`config.mk`:
```
export PLATFORM = sky130hd
export DESIGN_NAME = sa_output_collector
export DESIGN_NICKNAME = d
export VERILOG_FILES = /design/src/rtl/sys_arr_pkg.sv /design/src/rtl/sa_tile_buffer.sv /design/src/rtl/sa_output_collector.sv
export SDC_FILE = /design/constraint.sdc
export NUM_CORES = 1
export LEC_CHECK = 0
export CAP_MARGIN = 20
export CELL_PAD_IN_SITES_DETAIL_PLACEMENT = 1
export CELL_PAD_IN_SITES_GLOBAL_PLACEMENT = 2
export CORE_ASPECT_RATIO = 0.8
export CORE_UTILIZATION = 39
export DETAILED_ROUTE_END_ITERATION = 16
export GPL_ROUTABILITY_DRIVEN = 0
export PLACE_DENSITY = 0.9
export SLEW_MARGIN = 20
export SYNTH_ARGS = -nofsm -noshare
export SYNTH_HDL_FRONTEND = slang
export SYNTH_SLANG_ARGS = --single-unit
export TNS_END_PERCENT = 100
```
`constraint.sdc`:
```
create_clock -name clk -period 3.15 [get_ports clk]
set_clock_uncertainty 0.2 [all_clocks]
set_input_delay 0.315 -clock clk [delete_from_list [all_inputs] [get_ports clk]]
set_output_delay 0.315 -clock clk [all_outputs]
set_load 0.005 [all_outputs]
```
`src/rtl/sys_arr_pkg.sv`:
```
// Shared sizes and types for the systolic array and its output collector.
package sys_arr_pkg;

    localparam int unsigned N    = 4;
    localparam int unsigned DW   = 16;
    localparam int unsigned NBUF = 2;
    localparam int unsigned RW   = (N > 1) ? $clog2(N) : 1;
    localparam int unsigned RDW  = DW * N;

    typedef logic [RDW-1:0]        row_t;
    typedef logic [RW-1:0]         row_idx_t;
    typedef logic [N-1:0]          row_mask_t;
    typedef logic [N-1:0][RDW-1:0] tile_t;

    typedef enum logic {
        RD_IDLE   = 1'b0,
        RD_STREAM = 1'b1
    } rd_state_t;

endpackage

```
`src/rtl/sa_tile_buffer.sv`:
```
// One tile store: row-indexed write port with arrival bitmap and full flag, plus one read port.
module sa_tile_buffer
    import sys_arr_pkg::*;
(
    input  logic      clk,
    input  logic      rst,
    input  logic      wr_en,
    input  row_idx_t  wr_idx,
    input  row_t      wr_data,
    input  logic      set_full,
    input  logic      clr,
    input  row_idx_t  rd_idx,
    output row_t      rd_data,
    output row_mask_t bitmap,
    output logic      full
);

    tile_t     mem_q, mem_d;
    row_mask_t bitmap_q, bitmap_d;
    logic      full_q, full_d;

    // Row write, completion marking and release; clear wins since it only hits a full buffer.
    always_comb begin
        mem_d    = mem_q;
        bitmap_d = bitmap_q;
        full_d   = full_q;
        if (wr_en) begin
            mem_d[wr_idx]    = wr_data;
            bitmap_d[wr_idx] = 1'b1;
        end
        if (set_full) begin
            full_d = 1'b1;
        end
        if (clr) begin
            bitmap_d = '0;
            full_d   = 1'b0;
        end
    end

    // State registers with synchronous reset.
    always_ff @(posedge clk) begin
        if (rst) begin
            mem_q    <= '0;
            bitmap_q <= '0;
            full_q   <= 1'b0;
        end else begin
            mem_q    <= mem_d;
            bitmap_q <= bitmap_d;
            full_q   <= full_d;
        end
    end

    assign rd_data = mem_q[rd_idx];
    assign bitmap  = bitmap_q;
    assign full    = full_q;

endmodule

```
`src/rtl/sa_output_collector.sv`:
```
// Collects systolic-array result rows into two tile buffers and streams full tiles to writeback.
module sa_output_collector
    import sys_arr_pkg::*;
(
    input  logic     clk,
    input  logic     rst,
    input  logic     out_en,
    input  row_idx_t row_out,
    input  row_t     array_output,
    output logic     stall_sa,
    output logic     wr_valid,
    input  logic     wr_ready,
    output row_idx_t wr_row,
    output row_t     wr_data,
    output logic     wr_last,
    output logic     tile_done,
    output logic     err_dup,
    output logic     err_drop,
    input  logic     err_clr
);

    logic      fb_q, fb_d;
    logic      rb_q, rb_d;
    rd_state_t state_q, state_d;
    row_idx_t  cnt_q, cnt_d;
    logic      tile_done_q, tile_done_d;
    logic      err_dup_q, err_dup_d;
    logic      err_drop_q, err_drop_d;

    logic [NBUF-1:0] b_wr_en, b_set_full, b_clr, b_full;
    row_mask_t       b_bitmap  [NBUF];
    row_t            b_rd_data [NBUF];

    logic      wr_accept, dup_hit, completes, beat_last, release_buf;
    row_mask_t fill_mask, row_bit;

    // Two tile buffers, one filling while the other drains.
    for (genvar g = 0; g < NBUF; g++) begin : g_buf
        sa_tile_buffer u_buf (
            .clk      (clk),
            .rst      (rst),
            .wr_en    (b_wr_en[g]),
            .wr_idx   (row_out),
            .wr_data  (array_output),
            .set_full (b_set_full[g]),
            .clr      (b_clr[g]),
            .rd_idx   (cnt_q),
            .rd_data  (b_rd_data[g]),
            .bitmap   (b_bitmap[g]),
            .full     (b_full[g])
        );
    end

    // Fill-side decode; stall comes only from registered full flags.
    always_comb begin
        stall_sa    = b_full[fb_q];
        wr_accept   = out_en && !stall_sa;
        fill_mask   = b_bitmap[fb_q];
        row_bit     = row_mask_t'(1) << row_out;
        dup_hit     = wr_accept && ((fill_mask & row_bit) != '0);
        completes   = wr_accept && ((fill_mask | row_bit) == '1);
        beat_last   = (cnt_q == row_idx_t'(N - 1));
        release_buf = (state_q == RD_STREAM) && wr_ready && beat_last;
        for (int unsigned i = 0; i < NBUF; i++) begin
            b_wr_en[i]    = wr_accept && (fb_q == 1'(i));
            b_set_full[i] = completes && (fb_q == 1'(i));
            b_clr[i]      = release_buf && (rb_q == 1'(i));
        end
    end

    // Pointer, read FSM, beat counter and sticky error next-state.
    always_comb begin
        fb_d        = fb_q;
        rb_d        = rb_q;
        state_d     = state_q;
        cnt_d       = cnt_q;
        tile_done_d = 1'b0;
        err_dup_d   = err_clr ? 1'b0 : err_dup_q;
        err_drop_d  = err_clr ? 1'b0 : err_drop_q;

        if (completes) begin
            fb_d = ~fb_q;
        end
        if (dup_hit) begin
            err_dup_d = 1'b1;
        end
        if (out_en && stall_sa) begin
            err_drop_d = 1'b1;
        end

        case (state_q)
            RD_IDLE: begin
                cnt_d = '0;
                if (b_full[rb_q]) begin
                    state_d = RD_STREAM;
                end
            end
            RD_STREAM: begin
                if (wr_ready) begin
                    if (beat_last) begin
                        cnt_d       = '0;
                        rb_d        = ~rb_q;
                        tile_done_d = 1'b1;
                        state_d     = RD_IDLE;
                    end else begin
                        cnt_d = cnt_q + row_idx_t'(1);
                    end
                end
            end
            default: begin
                state_d = RD_IDLE;
                cnt_d   = '0;
            end
        endcase
    end

    // Control registers with synchronous reset.
    always_ff @(posedge clk) begin
        if (rst) begin
            fb_q        <= 1'b0;
            rb_q        <= 1'b0;
            state_q     <= RD_IDLE;
            cnt_q       <= '0;
            tile_done_q <= 1'b0;
            err_dup_q   <= 1'b0;
            err_drop_q  <= 1'b0;
        end else begin
            fb_q        <= fb_d;
            rb_q        <= rb_d;
            state_q     <= state_d;
            cnt_q       <= cnt_d;
            tile_done_q <= tile_done_d;
            err_dup_q   <= err_dup_d;
            err_drop_q  <= err_drop_d;
        end
    end

    assign wr_valid  = (state_q == RD_STREAM);
    assign wr_row    = cnt_q;
    assign wr_last   = wr_valid && beat_last;
    assign wr_data   = wr_valid ? b_rd_data[rb_q] : '0;
    assign tile_done = tile_done_q;
    assign err_dup   = err_dup_q;
    assign err_drop  = err_drop_q;

endmodule
```
# Yosys cells after proc, flatten, opt, wreduce, memory -nomap -nowiden
# Index checks and enable logic that the tools add are counted.
[totals]
out_inout_bits = 72
in_bits = 71
wordCells = 95
ff_bits = 530
[op_classes]
mux = 32
magnitude_cmp = 7
shift = 1
bitwise = 10
n_eq_ne = 3
reduce_logical = 22
add_sub_neg = 1
[op_table]
columns = ["operator", "count"]
rows = [
  ["256-bit bitwise mux", 2],
  ["64-bit two-way mux", 7],
  ["64-bit binary-select mux with 2-bit select", 2],
  ["64-bit demux with 2-bit select", 1],
  ["1-bit logical AND", 14],
  ["1-bit two-way mux", 12],
  ["4-bit two-way mux", 3],
  ["4-bit bitwise OR", 3],
  ["2-bit by 3-bit < comparator with 1-bit output (second input constant)", 2],
  ["4-bit AND", 1],
  ["4-bit == test (second input constant)", 1],
  ["2-bit >= comparator (second input constant)", 2],
  ["1-bit by 2-bit < comparator with 1-bit output (second input constant)", 2],
  ["2-bit two-way mux", 2],
  ["1-bit NOT", 4],
  ["1-bit NOT with 2-bit output", 2],
  ["2-bit case mux with 2 select lines", 1],
  ["2-bit nonzero test", 2],
  ["4-bit nonzero test", 1],
  ["2-bit OR reduction", 2],
  ["1-bit by 2-bit << shifter with 4-bit output (first input constant)", 1],
  ["3-bit AND reduction", 1],
  ["3-bit OR reduction", 1],
  ["2-bit by 1-bit adder with 2-bit output (second input constant)", 1],
  ["other kinds (6)", 6],
]

# Logic depth before layout (Yosys ltp)
[logic_depth]
word_depth = 8
depth_mapped = 7
ltp_nobuf = 5

# Modules after synthesis
# From an unflattened synthesis, not the netlist that was laid out.
[unflattened]
cells_unflattened = 2193
hier_area_um2 = 25185.4
[by_module_without_submodules]
columns = ["module", "area_each_um2", "n_inst", "seq_area_each_um2", "cells_each"]
rows = [
  ["sa_tile_buffer", 11771.3, 2, 5225.0, 995],
  ["sa_output_collector", 1642.8, 1, 160.2, 203],
]

# Worst setup path before layout
# Ideal clock, no wire load.
[synth_path]
path_type = "flip-flop to output port"
from = "register cnt_q[0], in the netlist wr_row[0]"
to = "output port wr_data[29]"
t_required_ns = 2.635
stages_incl_launch_ff = 7
slack_ns = 1.045
arrival_ns = 1.590
path_buffers = 3
path_cell_list = "dfxtp_1 > clkbuf_1 > buf_2 > buf_4 > mux4_2 > mux2i_1 > nor2b_1"
[synth_between]
elab_chain_len = 6
elab_cells_between_ends = 8
classes_between = "mux (8)"
[synth_lines]
columns = ["item", "line_no", "source"]
rows = [
  ["from (decl)", "sa_output_collector.sv:25", "row_idx_t cnt_q, cnt_d;"],
  ["from (signal assigned)", "sa_output_collector.sv:131", "cnt_q <= cnt_d;"],
  ["64-bit binary-select mux with 2-bit select", "sa_tile_buffer.sv:53", "assign rd_data = mem_q[rd_idx];"],
  ["64-bit two-way mux (implied by the code)", "sa_tile_buffer.sv:53", ""],
  ["64-bit two-way mux (implied by the code) (*) (3 in series)", "sa_output_collector.sv:141", "assign wr_data = wr_valid ? b_rd_data[rb_q] : '0;"],
  ["64-bit two-way mux (*)", "sa_output_collector.sv:141", ""],
  ["to (decl)", "sa_output_collector.sv:14", "output row_t wr_data,"],
]
# Mark *: on every way between the ends. The rest lies on a longest branch, timed or not. The select of a mux whose other input is x is not followed.

# Final worst setup path
[layout_path]
from = "register cnt_q[0], in the netlist wr_row[0]"
to = "output port wr_data[59]"
# The elaborated chain is that of the path after synthesis.

==> results.yml <==
routing:
  wl_met2_um: 39300
  viasPerCell: 5.61
  wire_per_inst_um: 22.7
  drtIter0Drc: 1520
  firstDrtPassIters: 5
  met3_length_um: 4510
  detail-route-antenna-nets: 0
  vias: 19799
  top_layer_used: "met5"
  routed_wl_um: 80100
  met1_length_um: 34300
  drc: 0
layout:
  areaGrowthSynthToFinish_pct: 21.3
  fill_cells: 6516
  finalNetCount: 2792
  drive_gt1_share_pct: 13.7
floorplanning:
  die_width_um: 272
  num_rows: 78
  dieArea_um2: 59500
  io_pins: 143
  die_y_um: 218
  coreArea_um2: 57200
  start_util_pct: 39.9
critical_path:
  end_kind: "primary output"
  worst-path-stages: 6
  required_ns: 2.63
  cpLargestDelayFamily: "buffers and inverters"
  r2r_cells: 6
  worst-path-buf-inv: 3
  critical_path_arrival_ns: 2.59
  cp-endpoint: "wr_data[59]"
  cp_cell_sequence: "buf_12 > buf_16 > mux4_2 > mux2i_1 > nor2b_1 > clkdlybuf4s50_1"
  rrSetupSlack_ns: 0.66
  critPathSlowestCell: "mux4_2"
  startpoint_type: "flop"
  path_class: "reg2out"
  crit_start: "wr_row[0]$_SDFFE_PP0P_"
  reg2reg_from: "fb_q$_SDFFE_PP0P_"
  cp_max_fo: 7
  rr_endpoint: "g_buf[1].u_buf.mem_q[130]$_SDFFE_PP0P_"
  slowest_delay_ns: 0.49
place:
  numPortBuffers: 142
  post-dp-hpwl_um: 44300
synthesis:
  synth_top_family_by_area: "simple AND/OR/NAND/NOR gates"
  syn-num-nets: 2755
  synth_xor_xnor_area_share_pct: 0.0384
  ys_types: 34
  netlist_area_um2: 22800
  seq_area_frac_synth_pct: 46.5
  postSynth.topFlopCell: "dfxtp_1"
  synth_edf_count: 0
  syn_avg_cell_area_um2: 8.50
  synthCells: 2683
  synth-seq-cells: 530
  async_flop_share_pct: 0
  synth_compound_area_share_pct: 11.9
  synth_mux_area_share_pct: 15.8
  yosysWarnings: 0
  synth_simple_gate_area_share_pct: 19.9
  synth_fa_ha_area_share_pct: 0.0549
sta:
  setup_viol_count_final: 0
  rsz0062_at_grt: "true"
  tightest_slew_ns: 0.672
  final_hold_viol_count: 0
  setup_tns_ns: 0
  final.min_clock_period_ns: 3.10
  post-route-period-util_pct: 98.5
  max_slew_margin_pct: 55.2
  final_max_slew_viol_count: 0
  fmax_mhz: 322
clock_tree:
  cts_made_buffers: 54
  htree_levels: 2
  cts-root-buf: "clkbuf_16"
  clk_latency_ns: 0.62
  cts_tree: "built"
  clk_pin_slew_worst_paths_ns: 0.06
  clock_path_buffers: 3
  clock_sinks: 530
grt:
  track_usage_pct: 26.7
  grt_pass1_vias: 21056
  grt_max_degree: 88
  grt_pass1_wl_um: 123000
  grt_overflow_total: 0
  antenna_found_initial: 8
power:
  ir_drop_v: 0.000386
  p_total_uw: 14200
  leakagePower_uw: 0.00916
  p_per_area_nw_per_um2: 512
hold_path:
  hold_class: "in2reg"
run:
  drv_cap: 0
outcome:
  status: "finished clean"
[Yosys cell counts, drive strengths merged, types with 4 or more instances]
library cell	n	area, um2
o21a	9	67.6
nor2b	73	457
a21oi	515	2580
and2	4	25.0
mux4	130	2930
dfxtp	530	10600
nand2	1030	3870
nor2	12	45.0
nand4b	5	43.8
buf	162	868
mux2i	66	661
nand3	5	25.0
clkbuf	114	428
[cell families after synthesis]
family          Yosys count
fa+ha+maj                 1
mux                     197
compound gates          534
flops                   530
buf+inv                 279
xor+xnor                  1
simple gates           1141
[placed cells by master, fill, tap and decap left out, types with 3 or more instances in the layout]
| cell type | count |
|---|---|
| a21oi_1 | 515 |
| and2_2 | 3 |
| buf_12 | 45 |
| buf_16 | 11 |
| buf_4 | 53 |
| buf_8 | 3 |
| clkbuf_1 | 13 |
| clkbuf_16 | 57 |
| clkbuf_8 | 15 |
| clkdlybuf4s15_1 | 6 |
| clkdlybuf4s50_1 | 94 |
| clkinv_2 | 11 |
| dfxtp_1 | 526 |
| dfxtp_4 | 4 |
| diode_2 | 3 |
| dlygate4sd2_1 | 26 |
| dlymetal6s2s_1 | 15 |
| inv_1 | 3 |
| mux2i_1 | 48 |
| mux2i_2 | 12 |
| mux2i_4 | 6 |
| mux4_2 | 130 |
| nand2_1 | 1027 |
| nand2_4 | 3 |
| nand2b_1 | 3 |
| nand3_4 | 4 |
| nand4_1 | 3 |
| nand4b_1 | 5 |
| nor2_1 | 11 |
| nor2b_1 | 64 |
| nor2b_2 | 6 |
| nor2b_4 | 3 |
| o21a_1 | 9 |
[flip-flops by register name (all words and copies together), names as in the netlist]
name and flops:
g_buf.u_buf.mem_q 512, g_buf.u_buf.bitmap 8, g_buf.u_buf.full 2, wr_row 2
err_drop 1, err_dup 1, fb_q 1, rb_q 1
tile_done 1, wr_valid 1
[worst reg2reg max path, stage by stage (launching register included)]
cell and delay [ns]:
dfxtp_1 0.66, nor2b_1 0.56, nand3_4 0.35, buf_12 0.30, buf_4 0.19, nand2_1 0.06
a21oi_1 0.06
[metal layers]
| layer | up-vias | global-route usage (%) |
|---|---|---|
| met1 | 10120 | 34.1 |
| met3 | 161 | 3.67 |
| met2 | 523 | 46.7 |
| li1 | 8989 | - |
| met4 | 6 | 7.85 |
| met5 | - | 0 |
[worst min path at each step]
| stage | from | end | cells past startpoint |
|---|---|---|---|
| 6_report | err_clr | err_dup$_SDFFE_PP0P_ | 3 |
| 5_1_grt | err_clr | err_dup$_SDFFE_PP0P_ | 3 |
| 4_1_cts | err_clr | err_dup$_SDFFE_PP0P_ | 3 |
| 3_3_place_gp | g_buf[1].u_buf.mem_q[209]$_SDFFE_PP0P_ | g_buf[1].u_buf.mem_q[209]$_SDFFE_PP0P_ | 2 |
| 3_5_place_dp | g_buf[0].u_buf.mem_q[174]$_SDFFE_PP0P_ | g_buf[0].u_buf.mem_q[174]$_SDFFE_PP0P_ | 2 |
| 2_1_floorplan | g_buf[0].u_buf.mem_q[128]$_SDFFE_PP0P_ | g_buf[0].u_buf.mem_q[128]$_SDFFE_PP0P_ | 2 |
[power by group]
| group | switching [uW] | leakage [uW] | internal [uW] | total, uW |
|---|---|---|---|---|
| registers | 58.3 | 0.00429 | 6810 | 6870 |
| clock network | 2810 | 0.000891 | 3730 | 6540 |
| logic | 488 | 0.00398 | 265 | 753 |
| total | 3360 | 0.00916 | 10800 | 14200 |
[final cells by class]
class                      instances  area (um2)  share of cell area [%]
multi-input combinational       1874       11100                    40.3
sequential                       530       10600                    38.4
timing repair buffer             257        3130                    11.3
clock buffer                      83        1630                    5.90
tap                              760         951                    3.44
clock inverter                    17         164                   0.592
inverter                           3        11.3                  0.0407
antenna                            3        7.51                  0.0271
[per-stage QoR]
step	setup WS, ns	hold WS, ns	instance area, um2	instances	utilization [%]
2_1_floorplan	1.04	0.233	22800	2683	-
3_3_place_gp	0.407	0.238	25000	3379	43.8
3_5_place_dp	0.390	0.246	25000	3379	43.8
4_1_cts	-0.0157	0.172	27300	3500	47.7
5_1_grt	-0.0105	0.246	27700	3525	48.4
6_report	0.0475	0.191	27700	3527	48.4
[what timing repair did]
item                                    4_1_cts  5_1_grt
resized for setup                            71       33
endpoints found under the hold margin        12        0
setup buffers                                12       23
cloned                                        8        2
endpoints found under the setup margin       57       33
hold buffers                                  1        0
pin swaps                                     0        0
No activity file was read; power rests on OpenSTA's default activity.
